**src/rtl/mmio_uart_tx_if.sv**
```systemverilog
// MMIO bus between the CPU memory stage and the UART transmitter.
// Strobes arrive already qualified by the CPU. Read data is registered in the slave.
interface mmio_uart_tx_if;
    logic        we;
    logic        re;
    logic [15:0] addr;
    logic [31:0] wdata;
    logic [31:0] rdata;

    modport master (
        output we,
        output re,
        output addr,
        output wdata,
        input  rdata
    );

    modport slave (
        input  we,
        input  re,
        input  addr,
        input  wdata,
        output rdata
    );
endinterface

```
**src/rtl/mmio_uart_tx.sv**
```systemverilog
// Memory-mapped UART transmitter.
// Stores to ADDR_DATA queue bytes in a TX FIFO. A bit-serial FSM drains the FIFO
// onto an 8N1 line. Loads of ADDR_STATUS return a status word one cycle later.
// Optional feature macro MMIO_UART_TX_PARITY_EN adds an even-parity bit after
// the data bits, giving 8E1 framing, and sets status bit4.
module mmio_uart_tx #(
    parameter int          CLKS_PER_BIT = 104,
    parameter int          FIFO_DEPTH   = 16,
    parameter logic [15:0] ADDR_DATA    = 16'h0020,
    parameter logic [15:0] ADDR_STATUS  = 16'h0024
) (
    input  logic          clk,
    input  logic          reset,
    mmio_uart_tx_if.slave bus,
    output logic          uart_tx,
    output logic          tx_busy,
    output logic          fifo_full
);

    localparam int          AW         = $clog2(FIFO_DEPTH);
    localparam logic [AW:0] FULL_COUNT = (AW + 1)'(FIFO_DEPTH);
    localparam logic [15:0] BAUD_LAST  = 16'(CLKS_PER_BIT - 1);

    localparam logic [2:0] S_IDLE   = 3'd0;
    localparam logic [2:0] S_START  = 3'd1;
    localparam logic [2:0] S_DATA   = 3'd2;
    localparam logic [2:0] S_STOP   = 3'd3;
`ifdef MMIO_UART_TX_PARITY_EN
    localparam logic [2:0] S_PARITY = 3'd4;
    localparam logic       PARITY_FLAG = 1'b1;
`else
    localparam logic       PARITY_FLAG = 1'b0;
`endif

    logic [7:0]    mem [FIFO_DEPTH];
    logic [AW-1:0] wr_ptr;
    logic [AW-1:0] rd_ptr;
    logic [AW:0]   count;
    logic          overflow;

    logic [2:0]    state;
    logic [15:0]   baud_cnt;
    logic [2:0]    bit_cnt;
    logic [7:0]    frame_data;
    logic          tx_reg;
    logic [31:0]   rdata_reg;

    logic          push_req;
    logic          push;
    logic          pop;
    logic          drop;
    logic          status_rd;
    logic          baud_done;
    logic [31:0]   status_word;

    // Only the low byte of a store reaches the data register.
    logic          unused_wdata;
    assign unused_wdata = ^bus.wdata[31:8];

    assign push_req  = bus.we && (bus.addr == ADDR_DATA);
    assign pop       = (state == S_IDLE) && (count != '0);
    // A pop in the same cycle frees a slot, so a push into a full FIFO still lands.
    assign push      = push_req && (!fifo_full || pop);
    assign drop      = push_req && fifo_full && !pop;
    assign status_rd = bus.re && (bus.addr == ADDR_STATUS);
    assign baud_done = (baud_cnt == BAUD_LAST);

    assign tx_busy   = (state != S_IDLE) || (count != '0);
    assign fifo_full = (count == FULL_COUNT);
    assign uart_tx   = tx_reg;
    assign bus.rdata = rdata_reg;

    // With FIFO_DEPTH = 256 a full count wraps to 0 in the 8-bit field; bit1 disambiguates.
    assign status_word = {16'h0000, 8'(count), 3'b000, PARITY_FLAG,
                          overflow, tx_busy, fifo_full, (count == '0)};

    // FIFO pointers and occupancy count.
    always_ff @(posedge clk) begin
        // NOTE: non-blocking assignments keep every register sampling pre-edge values,
        // so the pointer, count and FSM updates below cannot race each other.
        if (reset) begin
            wr_ptr <= '0;
            rd_ptr <= '0;
            count  <= '0;
        end else begin
            if (push) wr_ptr <= wr_ptr + 1'b1;
            if (pop)  rd_ptr <= rd_ptr + 1'b1;
            case ({push, pop})
                2'b10:   count <= count + 1'b1;
                2'b01:   count <= count - 1'b1;
                default: count <= count;
            endcase
        end
    end

    // FIFO storage.
    always_ff @(posedge clk) begin
        // NOTE: the storage array is deliberately not reset; entries are only read
        // when count says they are valid, and leaving it out keeps it a plain RAM.
        if (push) mem[wr_ptr] <= bus.wdata[7:0];
    end

    // Registered status read and sticky overflow flag.
    always_ff @(posedge clk) begin
        if (reset) begin
            rdata_reg <= '0;
            overflow  <= 1'b0;
        end else begin
            if (bus.re) rdata_reg <= status_rd ? status_word : 32'h0;
            // A drop in the same cycle as a status read stays visible for the next read.
            if (drop)           overflow <= 1'b1;
            else if (status_rd) overflow <= 1'b0;
        end
    end

    // Serial framing FSM: start bit, 8 data bits LSB first, optional parity, stop bit.
    always_ff @(posedge clk) begin
        if (reset) begin
            state      <= S_IDLE;
            baud_cnt   <= '0;
            bit_cnt    <= '0;
            frame_data <= '0;
            tx_reg     <= 1'b1;
        end else begin
            case (state)
                S_IDLE: begin
                    if (pop) begin
                        frame_data <= mem[rd_ptr];
                        baud_cnt   <= '0;
                        tx_reg     <= 1'b0;
                        state      <= S_START;
                    end
                end
                S_START: begin
                    if (baud_done) begin
                        baud_cnt <= '0;
                        bit_cnt  <= '0;
                        tx_reg   <= frame_data[0];
                        state    <= S_DATA;
                    end else begin
                        baud_cnt <= baud_cnt + 1'b1;
                    end
                end
                S_DATA: begin
                    if (baud_done) begin
                        baud_cnt <= '0;
                        if (bit_cnt == 3'd7) begin
`ifdef MMIO_UART_TX_PARITY_EN
                            tx_reg <= ^frame_data;
                            state  <= S_PARITY;
`else
                            tx_reg <= 1'b1;
                            state  <= S_STOP;
`endif
                        end else begin
                            bit_cnt <= bit_cnt + 3'd1;
                            tx_reg  <= frame_data[bit_cnt + 3'd1];
                        end
                    end else begin
                        baud_cnt <= baud_cnt + 1'b1;
                    end
                end
`ifdef MMIO_UART_TX_PARITY_EN
                S_PARITY: begin
                    if (baud_done) begin
                        baud_cnt <= '0;
                        tx_reg   <= 1'b1;
                        state    <= S_STOP;
                    end else begin
                        baud_cnt <= baud_cnt + 1'b1;
                    end
                end
`endif
                S_STOP: begin
                    if (baud_done) begin
                        baud_cnt <= '0;
                        state    <= S_IDLE;
                    end else begin
                        baud_cnt <= baud_cnt + 1'b1;
                    end
                end
                default: begin
                    baud_cnt <= '0;
                    tx_reg   <= 1'b1;
                    state    <= S_IDLE;
                end
            endcase
        end
    end

endmodule

```
**src/flat_wrapper.sv**
```systemverilog
// flat-port wrapper written by rule: the top's interface ports become plain ports
module mmio_uart_tx_flat 
#(
    parameter int          CLKS_PER_BIT = 104,
    parameter int          FIFO_DEPTH   = 16,
    parameter logic [15:0] ADDR_DATA    = 16'h0020,
    parameter logic [15:0] ADDR_STATUS  = 16'h0024
)
  (clk, reset, uart_tx, tx_busy, fifo_full, bus_we, bus_re, bus_addr, bus_wdata, bus_rdata);
  mmio_uart_tx_if bus_i ();
  input  logic clk;
  input  logic reset;
  output logic uart_tx;
  output logic tx_busy;
  output logic fifo_full;
  input wire logic [$bits(bus_i.we)-1:0] bus_we;
  input wire logic [$bits(bus_i.re)-1:0] bus_re;
  input wire logic [$bits(bus_i.addr)-1:0] bus_addr;
  input wire logic [$bits(bus_i.wdata)-1:0] bus_wdata;
  output wire logic [$bits(bus_i.rdata)-1:0] bus_rdata;
  assign bus_i.we = bus_we;
  assign bus_i.re = bus_re;
  assign bus_i.addr = bus_addr;
  assign bus_i.wdata = bus_wdata;
  assign bus_rdata = bus_i.rdata;
  mmio_uart_tx #(.CLKS_PER_BIT(CLKS_PER_BIT), .FIFO_DEPTH(FIFO_DEPTH), .ADDR_DATA(ADDR_DATA), .ADDR_STATUS(ADDR_STATUS)) u_core (.clk(clk), .reset(reset), .bus(bus_i), .uart_tx(uart_tx), .tx_busy(tx_busy), .fifo_full(fifo_full));
endmodule
```
**config.mk**
```make
export PLATFORM = sky130hd
export DESIGN_NAME = mmio_uart_tx_flat
export DESIGN_NICKNAME = d
export VERILOG_FILES = /design/src/rtl/mmio_uart_tx_if.sv /design/src/rtl/mmio_uart_tx.sv /design/src/flat_wrapper.sv
export SDC_FILE = /design/constraint.sdc
export NUM_CORES = 1
export LEC_CHECK = 0
export CAP_MARGIN = 20
export CORE_AREA = 8 8 142 144
export DETAILED_ROUTE_END_ITERATION = 7
export DIE_AREA = 0 0 150 152
export GPL_TIMING_DRIVEN = 0
export PLACE_DENSITY = 0.76
export SLEW_MARGIN = 15
export SYNTH_ARGS = -nofsm -noshare
export SYNTH_HDL_FRONTEND = slang
export SYNTH_SLANG_ARGS = --single-unit
```
**constraint.sdc**
```tcl
create_clock -name clk -period 3 [get_ports clk]
set_input_delay 0.75 -clock clk [delete_from_list [all_inputs] [get_ports clk]]
set_output_delay 0.75 -clock clk [all_outputs]
set_load 0.05 [all_outputs]
```
* Yosys cells after proc, flatten, opt, wreduce, memory -nomap -nowiden
Memory sizes are Yosys's and may differ from the RTL's. A register that Yosys moved wholly into a read port is not among the register bits. Cells that the tools add are included.
Cells by class: $add $sub $neg 6, multiplexer cells 25, reduce and logical (&&, ||, !) cells 22, magnitude comparators 1, equality and inequality tests 16, bitwise logic cells 1
Operators by type and width (number):
- $eq A16 B6 Y1 const B | 2
- $mux W16 | 2
- $pmux W16 S2 | 1
- $mux W3 | 7
- $add A16 B1 Y16 const B | 1
- $eq A16 B7 Y1 const B | 1
- $mux W13 | 1
- $pmux W3 S4 | 1
- $ne A2 B1 Y1 const B | 5
- $pmux W5 S2 | 1
- $mux W1 | 9
- $add A4 B1 Y4 const B | 2
- $reduce_and A4 Y1 | 2
- $eq A3 B2 Y1 const B | 2
- $logic_and A1 B1 Y1 | 6
- $pmux W3 S2 | 1
- $reduce_bool A2 Y1 | 3
- $add A5 B1 Y5 const B | 1
- $eq A5 B5 Y1 const B | 1
- $logic_not A5 Y1 | 1
- $reduce_and A5 Y1 | 1
- $reduce_bool A5 Y1 | 1
- $sub A5 B1 Y5 const B | 1
- $lt A3 B4 Y1 const B | 1
- 15 further kinds | 17
Storage, ports and cells: register bits 69, bits in writable memories 128, memories 1
Memory list:
- u_core.mem | words 16, bits a word 8, rd ports 1, clocked after Yosys merged registers in 1, wr ports 1, line mmio_uart_tx.sv:35 | logic [7:0] mem [FIFO_DEPTH];

* Depth between registers and ports, before layout
Gate-level depths: netlist of run 1.
depth after elaboration 6, mapped depth 12

* Worst setup path after synthesis of run 1
OpenSTA, ideal clock, no wires.
path type in2reg, start point input port bus_addr[4], end point memory u_core.mem[3][0], enable pin, required time 2.617 ns, stages on the path 4, path slack -0.087 ns, library setup time 0.383 ns, arrival time 2.703 ns, path through nor4b_1 > nand3_1 > or4b_2 > nor3_1
Between the ends: cells in the longest elaborated chain, start to end 5
Ends and longest elaborated chain:
- start, declared | line flat_wrapper.sv:18 | input wire logic [$bits(bus_i.addr)-1:0] bus_addr;
- $eq A16 B6 Y1 | line mmio_uart_tx.sv:60 | assign push_req = bus.we && (bus.addr == ADDR_DATA);
- $logic_and A1 B1 Y1 | line mmio_uart_tx.sv:60
- $logic_and A1 B1 Y1 | line mmio_uart_tx.sv:63 | assign push = push_req && (!fifo_full || pop);
- $mux W1 | line mmio_uart_tx.sv:100 | if (push) mem[wr_ptr] <= bus.wdata[7:0];
- $mux W1 (not written as such) | line mmio_uart_tx.sv:100
- end, declared | line mmio_uart_tx.sv:35
No other way between the ends.

* Worst setup path after layout of run 1
start point input port bus_addr[14], end point register u_core.count[4]
Between the ends: cells in the longest elaborated chain, start to end 5
Ends and longest elaborated chain:
- $eq A16 B6 Y1 (*) | line mmio_uart_tx.sv:60
- $logic_and A1 B1 Y1 (*) | line mmio_uart_tx.sv:60
- $logic_and A1 B1 Y1 (*) | line mmio_uart_tx.sv:63
- $eq A2 B1 Y1 / $eq A2 B2 Y1 (equally long branches) | line mmio_uart_tx.sv:88 | case ({push, pop})
- $pmux W5 S2 / $reduce_bool A2 Y1 (equally long branches)
- end signal, assigned | line mmio_uart_tx.sv:89 | 2'b10: count <= count + 1'b1;
- end signal, assigned | line mmio_uart_tx.sv:90 | 2'b01: count <= count - 1'b1;
- end signal, assigned | line mmio_uart_tx.sv:91 | default: count <= count;
- end, declared | line mmio_uart_tx.sv:38 | logic [AW:0] count;
Mark *: on every way between the ends. The rest lies on a longest branch, timed or not. A chain may end at the register's enable or synchronous reset.

==> results of run 1 <==
-- metal layers --
metal  track usage [%]  vias to the layer above  wire length (µm)
met5                 0                        -                 0
met4             4.190                        0               163
met3             4.485                       16              1397
met2             25.69                      214              8908
met1             19.47                     2565              7055
li1                  -                     2327                 -
-- where the power goes --
part	internal [W]	switching, W	total [W]
Sequential	0.00279	0.000105	0.00289
Combinational	0.000884	0.00119	0.00207
Clock	0.00117	0.00100	0.00217
Total	0.00484	0.00229	0.00713
-- final cells by class --
type | instances | area [µm²]
fillers | 1442 | 8348
flip-flops and latches | 181 | 4907
multi-input cells | 347 | 2806
repair buffers | 55 | 510.5
clock buffers | 17 | 425.4
plain buffers | 48 | 286.5
well taps | 229 | 286.5
clock inverters | 14 | 142.6
inverters | 17 | 66.31
-- critical path, delay by kind of cell --
kind                       cells  cell delay [ps]
buffers and inverters          4              680
and+or+nand+nor                2              490
AOI/OAI and AO/OA              3              530
muxes                          2              600
adders and majority gates      1              190
-- placed cells by master (no fill, tap or decap), types with 5 or more instances in the layout --
cell / synthesis / routed
sky130_fd_sc_hd__a22oi_1: 18 / 18
sky130_fd_sc_hd__nand2_1: 14 / 14
sky130_fd_sc_hd__mux2i_1: 7 / 7
sky130_fd_sc_hd__buf_1: 6 / 5
sky130_fd_sc_hd__nand4_1: 9 / 9
sky130_fd_sc_hd__a21oi_1: 46 / 45
sky130_fd_sc_hd__and3_1: 17 / 7
sky130_fd_sc_hd__nor2b_1: 17 / 16
sky130_fd_sc_hd__nand3_1: 8 / 8
sky130_fd_sc_hd__o21ai_0: 15 / 15
sky130_fd_sc_hd__clkbuf_16: 0 / 17
sky130_fd_sc_hd__and3_2: 0 / 10
sky130_fd_sc_hd__clkdlybuf4s50_1: 0 / 37
sky130_fd_sc_hd__dfxtp_1: 53 / 51
sky130_fd_sc_hd__inv_1: 17 / 15
sky130_fd_sc_hd__edfxtp_1: 128 / 128
sky130_fd_sc_hd__conb_1: 1 / 23
sky130_fd_sc_hd__mux4_2: 34 / 34
sky130_fd_sc_hd__ha_1: 17 / 16
sky130_fd_sc_hd__and2_1: 5 / 5
sky130_fd_sc_hd__clkbuf_1: 16 / 14
sky130_fd_sc_hd__nor2_1: 48 / 47
sky130_fd_sc_hd__buf_4: 23 / 41
sky130_fd_sc_hd__nor3_1: 9 / 8
-- cells by family after synthesis --
kind of cell	count (synthesis)	share of synthesized area [%]
XOR/XNOR	7	0.7789
multiplexers	42	10.76
AO/OA/AOI/OAI	105	8.361
other	1	0.04764
buffers and inverters	66	4.308
adder cells (fa/ha/maj)	18	2.957
flip-flops	181	62.31
AND/OR/NAND/NOR	152	10.48
-- stage by stage --
| step | instances | hold slack [ps] | power [W] | cell area [µm²] | utilization (%) |
|---|---|---|---|---|---|
| after floorplan | 594 | 448.5 | 0.004353 | 7965 | - |
| after global placement | 862 | 458.3 | 0.004746 | 8642 | 48.61 |
| after detailed placement | 862 | 479.0 | 0.004835 | 8642 | 48.61 |
| after CTS | 902 | 487.1 | 0.007075 | 9354 | 52.61 |
| after global routing | 908 | 506.3 | 0.007461 | 9432 | 53.05 |
| final | 908 | 486.4 | 0.007133 | 9432 | 53.05 |
-- repair_timing --
action,4_1_cts,5_1_grt
pin swaps,5,7
endpoints found under the setup margin,107,109
hold buffers,0,0
setup buffers,10,6
resized for setup,31,12
-- worst max path at each step --
stage / from / end / slack, ps / cells after the start
after floorplan: bus_addr[1] / u_core.count[4]$_SDFFE_PP0P_ / 40 / 9
after global placement: bus_addr[2] / u_core.mem[7][7]$_DFFE_PP_ / -690 / 5
after detailed placement: bus_addr[1] / u_core.mem[7][6]$_DFFE_PP_ / -750 / 5
after CTS: bus_addr[7] / u_core.bus.rdata[1]$_SDFFE_PP0P_ / 7 / 13
after global routing: u_core.count[0]$_SDFFE_PP0P_ / tx_busy / -10 / 5
final: bus_addr[14] / u_core.count[4]$_SDFFE_PP0P_ / 70 / 12
==> key figures, run 1 <==
Power
  • Max VDD drop: 0.5935 mV
  • Power per cell area: 756.3 nW/µm²
  • Leakage power figure: 3.290 nW

Synthesis
  • Most frequent cell after synthesis: sky130_fd_sc_hd__edfxtp_1
  • Cell type with the highest aggregate area in the netlist: sky130_fd_sc_hd__edfxtp_1
  • Share of the synthesized area in the top cell type: 48.83%
  • Number of warnings reported in the yosys synthesis log: 0
  • Synthesized area per cell: 13.76 µm²
  • Post-synth design cell area: 7871 µm²
  • Synthesized instance count: 572
  • Number of synthesized flops with an enable pin: 128
  • Number of flip-flops and latches in the synthesized netlist: 181
  • Async S/R FF share, synth: 0%
  • Main synth FF type: sky130_fd_sc_hd__edfxtp_1
  • Sequential-to-total area share from yosys stat: 62.31%
  • Cells taking the most area after synthesis: sky130_fd_sc_hd__edfxtp_1 (49%), sky130_fd_sc_hd__dfxtp_1 (13%), sky130_fd_sc_hd__mux4_2 (9.7%), sky130_fd_sc_hd__a21oi_1 (2.9%), sky130_fd_sc_hd__ha_1 (2.7%)
  • Top cells by count, synth: sky130_fd_sc_hd__edfxtp_1 (128), sky130_fd_sc_hd__dfxtp_1 (53), sky130_fd_sc_hd__nor2_1 (48)
  • Number of different library cells in the post-synthesis netlist: 58

Worst setup path
  • Type of the worst setup path: input port to flip-flop
  • Data required time of the worst path: 3320 ps
  • Worst reg2reg startpoint: u_core.count[0]$_SDFFE_PP0P_
  • Worst-path fanout max: 12
  • Depth of the worst register-to-register path: 12
  • Worst r2r dst: u_core.count[4]$_SDFFE_PP0P_
  • R2R setup slack: 80 ps
  • Chain of cells forming the critical path: clkdlybuf4s50_1 > nor4b_2 > nand4_1 > o21a_1 > buf_8 > inv_2 > fa_2 > inv_1 > a21o_1 > a21oi_2 > mux2i_1 > mux2_1
  • Worst Setup End Kind: flip-flop
  • Crit-path slowest cell: sky130_fd_sc_hd__clkdlybuf4s50_1
  • Delay contributed by the slowest stage of the critical path: 420 ps
  • Endpoint arrival time on the critical path: 3250 ps
  • Startpoint class of the critical path: input port

Die
  • IO Count: 87
  • Area of the die: 22800 µm²
  • Vertical die dimension: 152 µm
  • Placement Rows: 49
  • Initial Util: 44.27%
  • Horizontal die dimension: 150 µm
  • Core ar.: 17780 µm²

Cells and area
  • Area growth from synthesis to final layout: 19.82%
  • Antenna cell count: 0
  • Share of layout cells above drive strength 1: 20.47%
  • Number of flip-flops under the largest register name: 128
  • Final-stage net count: 737

STA
  • Final worst path period share: 97.79%
  • Final Critical Period: 2934 ps
  • Final setup violation count: 0
  • Maximum operating frequency: 340.9 MHz
  • Worst slew margin: 38.90%
  • Final TNS setup: 0 ps
  • Setup Skew: 8.619 ps
  • Number of max-slew violations in the final report: 0
  • Hold Fails Final Rpt: 0
  • Least-Margin Pin Slew: 909.5 ps
  • Final Worst Setup Slack: 66.43 ps

Clocking
  • Maximum buffer depth of the clock tree: 2
  • Clock tree sinks: 181
  • CTS Root Buffer Type: sky130_fd_sc_hd__clkbuf_16
  • CTS HTree Levels: 4
  • Latest clock arrival within the worst-skew pair: 430 ps
  • Num CTS Buffers: 17
  • CTS clk-pin slew, worst paths: 70 ps
  • CTS tree: yes

GRT
  • Global-route wire length before repair: 27560 µm
  • Pin count of the biggest net entering global routing: 18
  • Number of antenna violations at the first check in global routing: 0
  • Total routing usage reported by global routing: 15.54%
  • Via count of the first global-routing pass: 5050
  • Total congestion overflow after global routing: 0

Routing
  • DRC errors left: 0
  • Vias per cell: 5.641
  • Remaining antenna violation count after routing: 0
  • Initial DRC Count: 399
  • Total wirelength of the detailed-routed design: 17520 µm
  • Via count: 5122
  • Routed wire length per instance: 19.30 µm
  • Total iterations of the first detailed-routing run: 5

Worst hold path
  • Worst Hold Launch: u_core.overflow$_SDFFE_PP0P_
  • Hold Path Stages: 2
  • Destination of the worst hold path: u_core.overflow$_SDFFE_PP0P_
  • Class of the worst hold path: flip-flop to flip-flop

Flow run
  • # Max-Cap Violations: 0

Placement
  • Number of port buffers: 39
  • DP HPWL: 11880 µm
  • Post-Place Worst Slack: -753.5 ps
  • Final RePlAce weighted congestion: 0.8699

Outcome
  • Run status: completed
Note: power is estimated with default switching activity, not from simulation.
==> run 2, diff against run 1 <==
--- a/config.mk
+++ b/config.mk
@@ -10,7 +10,7 @@
 export DETAILED_ROUTE_END_ITERATION = 7
 export DIE_AREA = 0 0 150 152
 export GPL_TIMING_DRIVEN = 0
-export PLACE_DENSITY = 0.76
+export PLACE_DENSITY = 0.71
 export SLEW_MARGIN = 15
 export SYNTH_ARGS = -nofsm -noshare
 export SYNTH_HDL_FRONTEND = slang
==> run 2 against run 1 <==
Compared with the run above:
- register-to-register slack better by 50 ps
- critical path depth stayed put
- sequential power barely moved
- sequential share of layout area is 0.51 points lower
- fmax up 0.86%
- via count fell by 0.31%
- combinational power grew 4%
- global-route usage up 0.20 points
- design area up 0.96%
- setup slack improved by 25 ps
- critical path type unchanged
- largest cell class unchanged
==> key figures, run 2 (synthesis gave the netlist of run 1 again) <==
Routing
  • Remaining antenna violation count after routing: 0 (unchanged)
  • Routed wire length per instance: 19.48 µm (was 19.30 µm)
  • Vias per cell: 5.593 (was 5.641)
  • DRC errors left: 0 (unchanged)
  • Initial DRC Count: 414 (was 399)
  • Total iterations of the first detailed-routing run: 5 (unchanged)
  • Via count: 5106 (was 5122)
  • Total wirelength of the detailed-routed design: 17790 µm (was 17520 µm)

Worst setup path
  • Depth of the worst register-to-register path: 12 (unchanged)
  • Endpoint arrival time on the critical path: 3220 ps (was 3250 ps)
  • Worst reg2reg startpoint: u_core.count[1]$_SDFFE_PP0P_ (was u_core.count[0]$_SDFFE_PP0P_)
  • Startpoint class of the critical path: input port (unchanged)
  • R2R setup slack: 130 ps (was 80 ps)
  • Worst Setup End Kind: flip-flop (unchanged)
  • Type of the worst setup path: input port to flip-flop (unchanged)
  • Worst-path fanout max: 12 (unchanged)
  • Data required time of the worst path: 3310 ps (was 3320 ps)
  • Worst r2r dst: u_core.count[4]$_SDFFE_PP0P_ (unchanged)

Clocking
  • CTS clk-pin slew, worst paths: 60 ps (was 70 ps)
  • CTS tree: yes (unchanged)
  • Quantity of hold-fixing buffers added after cts: 0 (unchanged)
  • Latest clock arrival within the worst-skew pair: 440 ps (was 430 ps)
  • CTS Root Buffer Type: sky130_fd_sc_hd__clkbuf_16 (unchanged)
  • Num CTS Buffers: 17 (unchanged)
  • Maximum buffer depth of the clock tree: 2 (unchanged)
  • Clock tree sinks: 181 (unchanged)
  • CTS HTree Levels: 4 (unchanged)

Die
  • Core ar.: 17780 µm² (unchanged)
  • Initial Util: 44.27% (unchanged)
  • Vertical die dimension: 152 µm (unchanged)
  • Area of the die: 22800 µm² (unchanged)
  • Placement Rows: 49 (unchanged)
  • IO Count: 87 (unchanged)
  • Horizontal die dimension: 150 µm (unchanged)

GRT
  • Number of antenna violations at the first check in global routing: 0 (unchanged)
  • Via count of the first global-routing pass: 5114 (was 5050)
  • Total routing usage reported by global routing: 15.74% (was 15.54%)
  • Pin count of the biggest net entering global routing: 20 (was 18)
  • Global-route wire length before repair: 27890 µm (was 27560 µm)
  • Total congestion overflow after global routing: 0 (unchanged)

STA
  • Worst slew margin: 40.56% (was 38.90%)
  • Worst hold slack after final layout: 485.5 ps (was 486.4 ps)
  • Final worst path period share: 96.96% (was 97.79%)
  • Least-Margin Pin Slew: 884.8 ps (was 909.5 ps)
  • Maximum operating frequency: 343.8 MHz (was 340.9 MHz)
  • Number of max-slew violations in the final report: 0 (unchanged)
  • Final setup violation count: 0 (unchanged)
  • Final TNS setup: 0 ps (unchanged)
  • Setup Skew: 14.21 ps (was 8.619 ps)
  • Final Critical Period: 2909 ps (was 2934 ps)
  • Hold Fails Final Rpt: 0 (unchanged)
  • Final Worst Setup Slack: 91.31 ps (was 66.43 ps)

Placement
  • Final RePlAce weighted congestion: 0.8635 (was 0.8699)
  • Number of port buffers: 39 (unchanged)
  • DP HPWL: 11790 µm (was 11880 µm)
  • Post-Place Worst Slack: -787.9 ps (was -753.5 ps)

Worst hold path
  • Class of the worst hold path: flip-flop to flip-flop (unchanged)
  • Worst Hold Launch: u_core.bus.rdata[1]$_SDFFE_PP0P_ (was u_core.overflow$_SDFFE_PP0P_)
  • Destination of the worst hold path: u_core.bus.rdata[1]$_SDFFE_PP0P_ (was u_core.overflow$_SDFFE_PP0P_)
  • Hold Path Stages: 2 (unchanged)

Power
  • Proportion of power drawn by combinational gates: 29.8% (was 29.0%)
  • Clock network power share: 30.2% (was 30.4%)
  • Power per cell area: 757.9 nW/µm² (was 756.3 nW/µm²)
  • Power spent charging and discharging nets: 0.002374 W (was 0.002294 W)
  • Internal power: 0.004842 W (was 0.004839 W)
  • Flop pwr share: 40.0% (was 40.6%)
  • Leakage power figure: 3.388 nW (was 3.290 nW)
  • Max VDD drop: 0.5463 mV (was 0.5935 mV)
  • Proportion of total power due to net switching: 32.90% (was 32.16%)

Cells and area
  • Filler cell count in the final layout: 1435 (was 1442)
  • Leading cell types in the layout, fill and taps excluded: sky130_fd_sc_hd__edfxtp_1 (128), sky130_fd_sc_hd__dfxtp_1 (52), sky130_fd_sc_hd__nor2_1 (48) (was sky130_fd_sc_hd__edfxtp_1 (128), sky130_fd_sc_hd__dfxtp_1 (51), sky130_fd_sc_hd__nor2_1 (47))
  • Core occupancy in the finished layout: 53.55% (was 53.05%)
  • Area growth from synthesis to final layout: 20.97% (was 19.82%)
  • Number of flip-flops under the largest register name: 128 (unchanged)
  • Most common cell after layout, fill and taps aside: sky130_fd_sc_hd__edfxtp_1 (unchanged)
  • Share of layout cells above drive strength 1: 21.23% (was 20.47%)
  • Final-stage net count: 740 (was 737)

Flow run
  • # Max-Cap Violations: 0 (unchanged)

Outcome
  • Run status: completed (unchanged)
[run 2: cell types whose count changed in the layout (fill, tap and decap cells not counted), moves of 2 or more]
cell / before / now
sky130_fd_sc_hd__dlymetal6s2s_1: 1 / 9
sky130_fd_sc_hd__clkdlybuf4s50_1: 37 / 29
sky130_fd_sc_hd__clkinv_8: 0 / 3
sky130_fd_sc_hd__and3_2: 10 / 12
sky130_fd_sc_hd__and3_1: 7 / 5
[run 2: metal layers]
layer	part of all wire, %	global-route usage, %
met3	7.0	4.544
met5	0	0
met2	49	25.32
met4	1.9	4.571
met1	42	20.21
[run 2: repair_timing]
action                                  in CTS  in global routing
pin swaps                                    9                  7
resized for setup                           32                 21
endpoints found under the setup margin     130                132
buffers inserted                            10                  9
[run 2: worst max-delay path: stages]
cell	delay (ps)
sky130_fd_sc_hd__clkdlybuf4s50_1	450
sky130_fd_sc_hd__nor4b_4	220
sky130_fd_sc_hd__nand4_1	220
sky130_fd_sc_hd__o21a_1	260
sky130_fd_sc_hd__buf_8	150
sky130_fd_sc_hd__inv_2	60
sky130_fd_sc_hd__fa_2	200
sky130_fd_sc_hd__inv_1	40
sky130_fd_sc_hd__a21o_1	160
sky130_fd_sc_hd__a21oi_2	140
sky130_fd_sc_hd__mux2i_1	230
sky130_fd_sc_hd__mux2_1	330
[run 2: how the worst max path moves through the flow]
| stage | from | endpoint | slack [ps] | depth (start not counted) |
|---|---|---|---|---|
| 5_1_grt | u_core.rd_ptr[0]$_SDFFE_PP0N_ | u_core.frame_data[1]$_SDFFE_PP0P_ | -8 | 7 |
| 6_report | bus_addr[5] | u_core.count[4]$_SDFFE_PP0P_ | 90 | 12 |
| 2_1_floorplan | bus_addr[1] | u_core.count[4]$_SDFFE_PP0P_ | 40 | 9 |
| 3_3_place_gp | bus_addr[2] | u_core.mem[7][5]$_DFFE_PP_ | -780 | 5 |
| 4_1_cts | bus_addr[6] | u_core.mem[0][6]$_DFFE_PP_ | -10 | 9 |
| 3_5_place_dp | bus_addr[2] | u_core.mem[0][0]$_DFFE_PP_ | -790 | 6 |
[run 2: cell type report]
class	count	area, µm²	share of cell area [%]
sequential	181	4906	51.52
clock inverter	15	158.9	1.669
multi-input combinational	347	2820	29.62
tap	229	286.5	3.009
timing repair buffer	58	565.5	5.940
clock buffer	17	425.4	4.468
antenna	1	2.502	0.02628
inverter	17	66.31	0.6965
buffer	48	290.3	3.049
[run 2: stage by stage]
stage,area [µm²],instances,power [W]
2_1_floorplan,7965,594,0.004353
5_1_grt,9519,912,0.007536
3_5_place_dp,8642,862,0.004837
4_1_cts,9392,903,0.007085
3_3_place_gp,8642,862,0.004753
6_report,9522,913,0.007216
[run 2: power by group through the flow]
stage | registers, W | logic [W] | clock network, W
after global routing | 0.00290 | 0.00234 | 0.00229
after global placement | 0.00293 | 0.00182 | 0
final | 0.00289 | 0.00215 | 0.00218
after CTS | 0.00288 | 0.00201 | 0.00219
after floorplan | 0.00293 | 0.00142 | 0
after detailed placement | 0.00294 | 0.00190 | 0
==> run 3, diff against run 2 <==
--- a/config.mk
+++ b/config.mk
@@ -7,6 +7,7 @@
 export LEC_CHECK = 0
 export CAP_MARGIN = 20
 export CORE_AREA = 8 8 142 144
+export CTS_BUF_LIST = sky130_fd_sc_hd__clkbuf_4 sky130_fd_sc_hd__clkbuf_8
 export DETAILED_ROUTE_END_ITERATION = 7
 export DIE_AREA = 0 0 150 152
 export GPL_TIMING_DRIVEN = 0
==> run 3 against run 2 <==
Compared with the run above:
- utilization decreased by 1.5 points
- critical endpoint is now tx_busy
- critical path depth is 7 lower
- die area did not move
- setup slack worse by 32 ps
- largest cell class unchanged
==> key figures, run 3 (synthesis gave the netlist of run 1 again) <==
Outcome
  • Run status: completed (unchanged)

Power
  • Flop pwr share: 43.7% (was 40.0%)
  • Proportion of power drawn by combinational gates: 32.0% (was 29.8%)
  • Power per cell area: 714.7 nW/µm² (was 757.9 nW/µm²)
  • Power spent charging and discharging nets: 0.002290 W (was 0.002374 W)
  • Proportion of total power due to net switching: 34.63% (was 32.90%)
  • Clock network power share: 24.4% (was 30.2%)
  • Internal power: 0.004324 W (was 0.004842 W)
  • Leakage power figure: 3.226 nW (was 3.388 nW)
  • Max VDD drop: 0.4548 mV (was 0.5463 mV)

Worst setup path
  • Crit-path leading delay family: simple AND/OR/NAND/NOR gates (was buffers and inverters)
  • Worst-path fanout max: 8 (was 12)
  • Delay contributed by the slowest stage of the critical path: 520 ps (was 450 ps)
  • Endpoint arrival time on the critical path: 2190 ps (was 3220 ps)
  • Depth of the worst register-to-register path: 12 (unchanged)
  • Chain of cells forming the critical path: or4_1 > buf_2 > nor3b_4 > inv_4 > buf_6 (was clkdlybuf4s50_1 > nor4b_4 > nand4_1 > o21a_1 > buf_8 > inv_2 > fa_2 > inv_1 > a21o_1 > a21oi_2 > mux2i_1 > mux2_1)
  • Worst r2r dst: u_core.count[4]$_SDFFE_PP0P_ (unchanged)
  • Worst Setup End Kind: primary output (was flip-flop)
  • R2R setup slack: 130 ps (about the same)
  • Crit-path slowest cell: sky130_fd_sc_hd__or4_1 (was sky130_fd_sc_hd__clkdlybuf4s50_1)
  • Type of the worst setup path: flip-flop to primary output (was input port to flip-flop)
  • Data required time of the worst path: 2250 ps (was 3310 ps)
  • Buffer and inverter count on the worst path: 3 (was 4)
  • Startpoint class of the critical path: flip-flop (was input port)
  • Worst reg2reg startpoint: u_core.count[0]$_SDFFE_PP0P_ (was u_core.count[1]$_SDFFE_PP0P_)

Cells and area
  • Filler cell count in the final layout: 1493 (was 1435)
  • Antenna cell count: 0 (was 1)
  • Final-stage net count: 733 (was 740)
  • Most common cell after layout, fill and taps aside: sky130_fd_sc_hd__edfxtp_1 (unchanged)
  • Area of the multi-input gates: 2813 µm² (was 2820 µm²)
  • Area growth from synthesis to final layout: 17.56% (was 20.97%)
  • Leading cell types in the layout, fill and taps excluded: sky130_fd_sc_hd__edfxtp_1 (128), sky130_fd_sc_hd__dfxtp_1 (51), sky130_fd_sc_hd__nor2_1 (48) (was sky130_fd_sc_hd__edfxtp_1 (128), sky130_fd_sc_hd__dfxtp_1 (52), sky130_fd_sc_hd__nor2_1 (48))
  • Number of flip-flops under the largest register name: 128 (unchanged)
  • Number of non-filler instances in the completed layout: 905 (was 913)
  • Sequential cell area: 4907 µm² (was 4906 µm²)
  • Share of layout cells above drive strength 1: 20.12% (was 21.23%)

STA
  • Worst slew margin: 41.68% (was 40.56%)
  • Final setup violation count: 0 (unchanged)
  • Final worst path period share: 98.03% (was 96.96%)
  • Final Critical Period: 2941 ps (was 2909 ps)
  • Setup Skew: 16.89 ps (was 14.21 ps)
  • Maximum operating frequency: 340.0 MHz (was 343.8 MHz)
  • Hold Fails Final Rpt: 0 (unchanged)
  • Number of max-slew violations in the final report: 0 (unchanged)
  • Final TNS setup: 0 ps (unchanged)
  • Least-Margin Pin Slew: 872.9 ps (was 884.8 ps)
  • Setup repair after global routing missed its margin: no

Flow run
  • # Max-Cap Violations: 0 (unchanged)

Clocking
  • CTS tree: yes (unchanged)
  • Clock tree sinks: 181 (unchanged)
  • CTS HTree Levels: 4 (unchanged)
  • Latest clock arrival within the worst-skew pair: 460 ps (was 440 ps)
  • Maximum buffer depth of the clock tree: 2 (unchanged)
  • Quantity of hold-fixing buffers added after cts: 0 (unchanged)
  • CTS Root Buffer Type: sky130_fd_sc_hd__clkbuf_8 (was sky130_fd_sc_hd__clkbuf_16)
  • CTS clk-pin slew, worst paths: 100 ps (was 60 ps)
  • Num CTS Buffers: 17 (unchanged)

Routing
  • Via count: 5035 (was 5106)
  • Total iterations of the first detailed-routing run: 5 (unchanged)
  • Initial DRC Count: 460 (was 414)
  • Remaining antenna violation count after routing: 0 (unchanged)
  • DRC errors left: 0 (unchanged)
  • Vias per cell: 5.564 (was 5.593)
  • Total wirelength of the detailed-routed design: 17360 µm (was 17790 µm)
  • Routed wire length per instance: 19.18 µm (was 19.48 µm)

Die
  • IO Count: 87 (unchanged)
  • Initial Util: 44.27% (unchanged)
  • Vertical die dimension: 152 µm (unchanged)
  • Core ar.: 17780 µm² (unchanged)
  • Placement Rows: 49 (unchanged)
  • Horizontal die dimension: 150 µm (unchanged)
  • Area of the die: 22800 µm² (unchanged)

Worst hold path
  • Class of the worst hold path: flip-flop to flip-flop (unchanged)
  • Worst Hold Launch: u_core.bus.rdata[1]$_SDFFE_PP0P_ (unchanged)
  • Hold Path Stages: 2 (unchanged)
  • Destination of the worst hold path: u_core.bus.rdata[1]$_SDFFE_PP0P_ (unchanged)

GRT
  • Total congestion overflow after global routing: 0 (unchanged)
  • Total routing usage reported by global routing: 15.43% (was 15.74%)
  • Pin count of the biggest net entering global routing: 20 (unchanged)
  • Via count of the first global-routing pass: 5071 (was 5114)
  • Number of antenna violations at the first check in global routing: 0 (unchanged)
  • Global-route wire length before repair: 27540 µm (was 27890 µm)

Placement
  • DP HPWL: 11790 µm (unchanged)
  • Cell Count Post-Placement: 862 (unchanged)
  • Final RePlAce weighted congestion: 0.8635 (unchanged)
  • Number of port buffers: 39 (unchanged)
## run 3: worst max-delay path by stage
stage | cells after the start | slack (ps) | to | from
6_report | 5 | 60 | tx_busy | u_core.count[0]$_SDFFE_PP0P_
3_5_place_dp | 6 | -790 | u_core.mem[0][0]$_DFFE_PP_ | bus_addr[2]
5_1_grt | 5 | 3 | tx_busy | u_core.count[0]$_SDFFE_PP0P_
4_1_cts | 6 | -0.5 | u_core.mem[0][6]$_DFFE_PP_ | bus_addr[2]
2_1_floorplan | 9 | 40 | u_core.count[4]$_SDFFE_PP0P_ | bus_addr[1]
3_3_place_gp | 5 | -780 | u_core.mem[7][5]$_DFFE_PP_ | bus_addr[2]
## run 3: repair_timing
action                                 4_1_cts  5_1_grt
resized for setup                           32       13
pin swaps                                    7        7
setup endpoints to repair                  130       83
setup buffers                                4        8
endpoints found under the hold margin        0        0
## run 3: per-layer routing
| layer | track usage [%] | wire (µm) | up-vias |
|---|---|---|---|
| met3 | 3.208 | 1126 | 25 |
| li1 | - | - | 2325 |
| met4 | 4.905 | 252 | 0 |
| met1 | 20.20 | 7414 | 2517 |
| met2 | 25.09 | 8564 | 168 |
| met5 | 0 | 0 | - |
## run 3: power by group through the flow
| stage | Sequential [W] | Combinational (W) | Clock (W) |
|---|---|---|---|
| after detailed placement | 0.00294 | 0.00190 | 0 |
| final | 0.00289 | 0.00211 | 0.00161 |
| after global routing | 0.00290 | 0.00231 | 0.00173 |
| after floorplan | 0.00293 | 0.00142 | 0 |
| after global placement | 0.00293 | 0.00182 | 0 |
| after CTS | 0.00288 | 0.00200 | 0.00163 |
## run 3: worst register-to-register path, cell delays in order, from the launching register on
cell and delay, ps:
sky130_fd_sc_hd__dfxtp_2 370, sky130_fd_sc_hd__or4_1 520, sky130_fd_sc_hd__buf_2 180, sky130_fd_sc_hd__o21a_4 240, sky130_fd_sc_hd__o21a_1 150, sky130_fd_sc_hd__buf_8 150
sky130_fd_sc_hd__inv_2 60, sky130_fd_sc_hd__fa_2 200, sky130_fd_sc_hd__inv_1 40, sky130_fd_sc_hd__a21o_1 150, sky130_fd_sc_hd__a21oi_2 140, sky130_fd_sc_hd__mux2i_1 220
sky130_fd_sc_hd__mux2_1 330
## run 3: final cells by class
type	instances	share of cell area (%)
flip-flops and latches	181	53.03
multi-input cells	347	30.39
repair buffers	51	5.449
well taps	229	3.096
plain buffers	48	3.069
clock buffers	17	2.528
clock inverters	15	1.717
inverters	17	0.7166
## run 3: through the flow
stage / power, W / utilization, % / hold WS, ps / area, µm² / setup WS, ps
after floorplan: 0.004353 / - / 448.5 / 7965 / 41.05
after global placement: 0.004753 / 48.61 / 459.9 / 8642 / -784.9
after detailed placement: 0.004837 / 48.61 / 475.2 / 8642 / -787.9
after CTS: 0.006509 / 51.49 / 490.0 / 9155 / -0.5436
after global routing: 0.006936 / 52.05 / 514.5 / 9254 / 2.508
final: 0.006614 / 52.05 / 489.0 / 9254 / 59.11
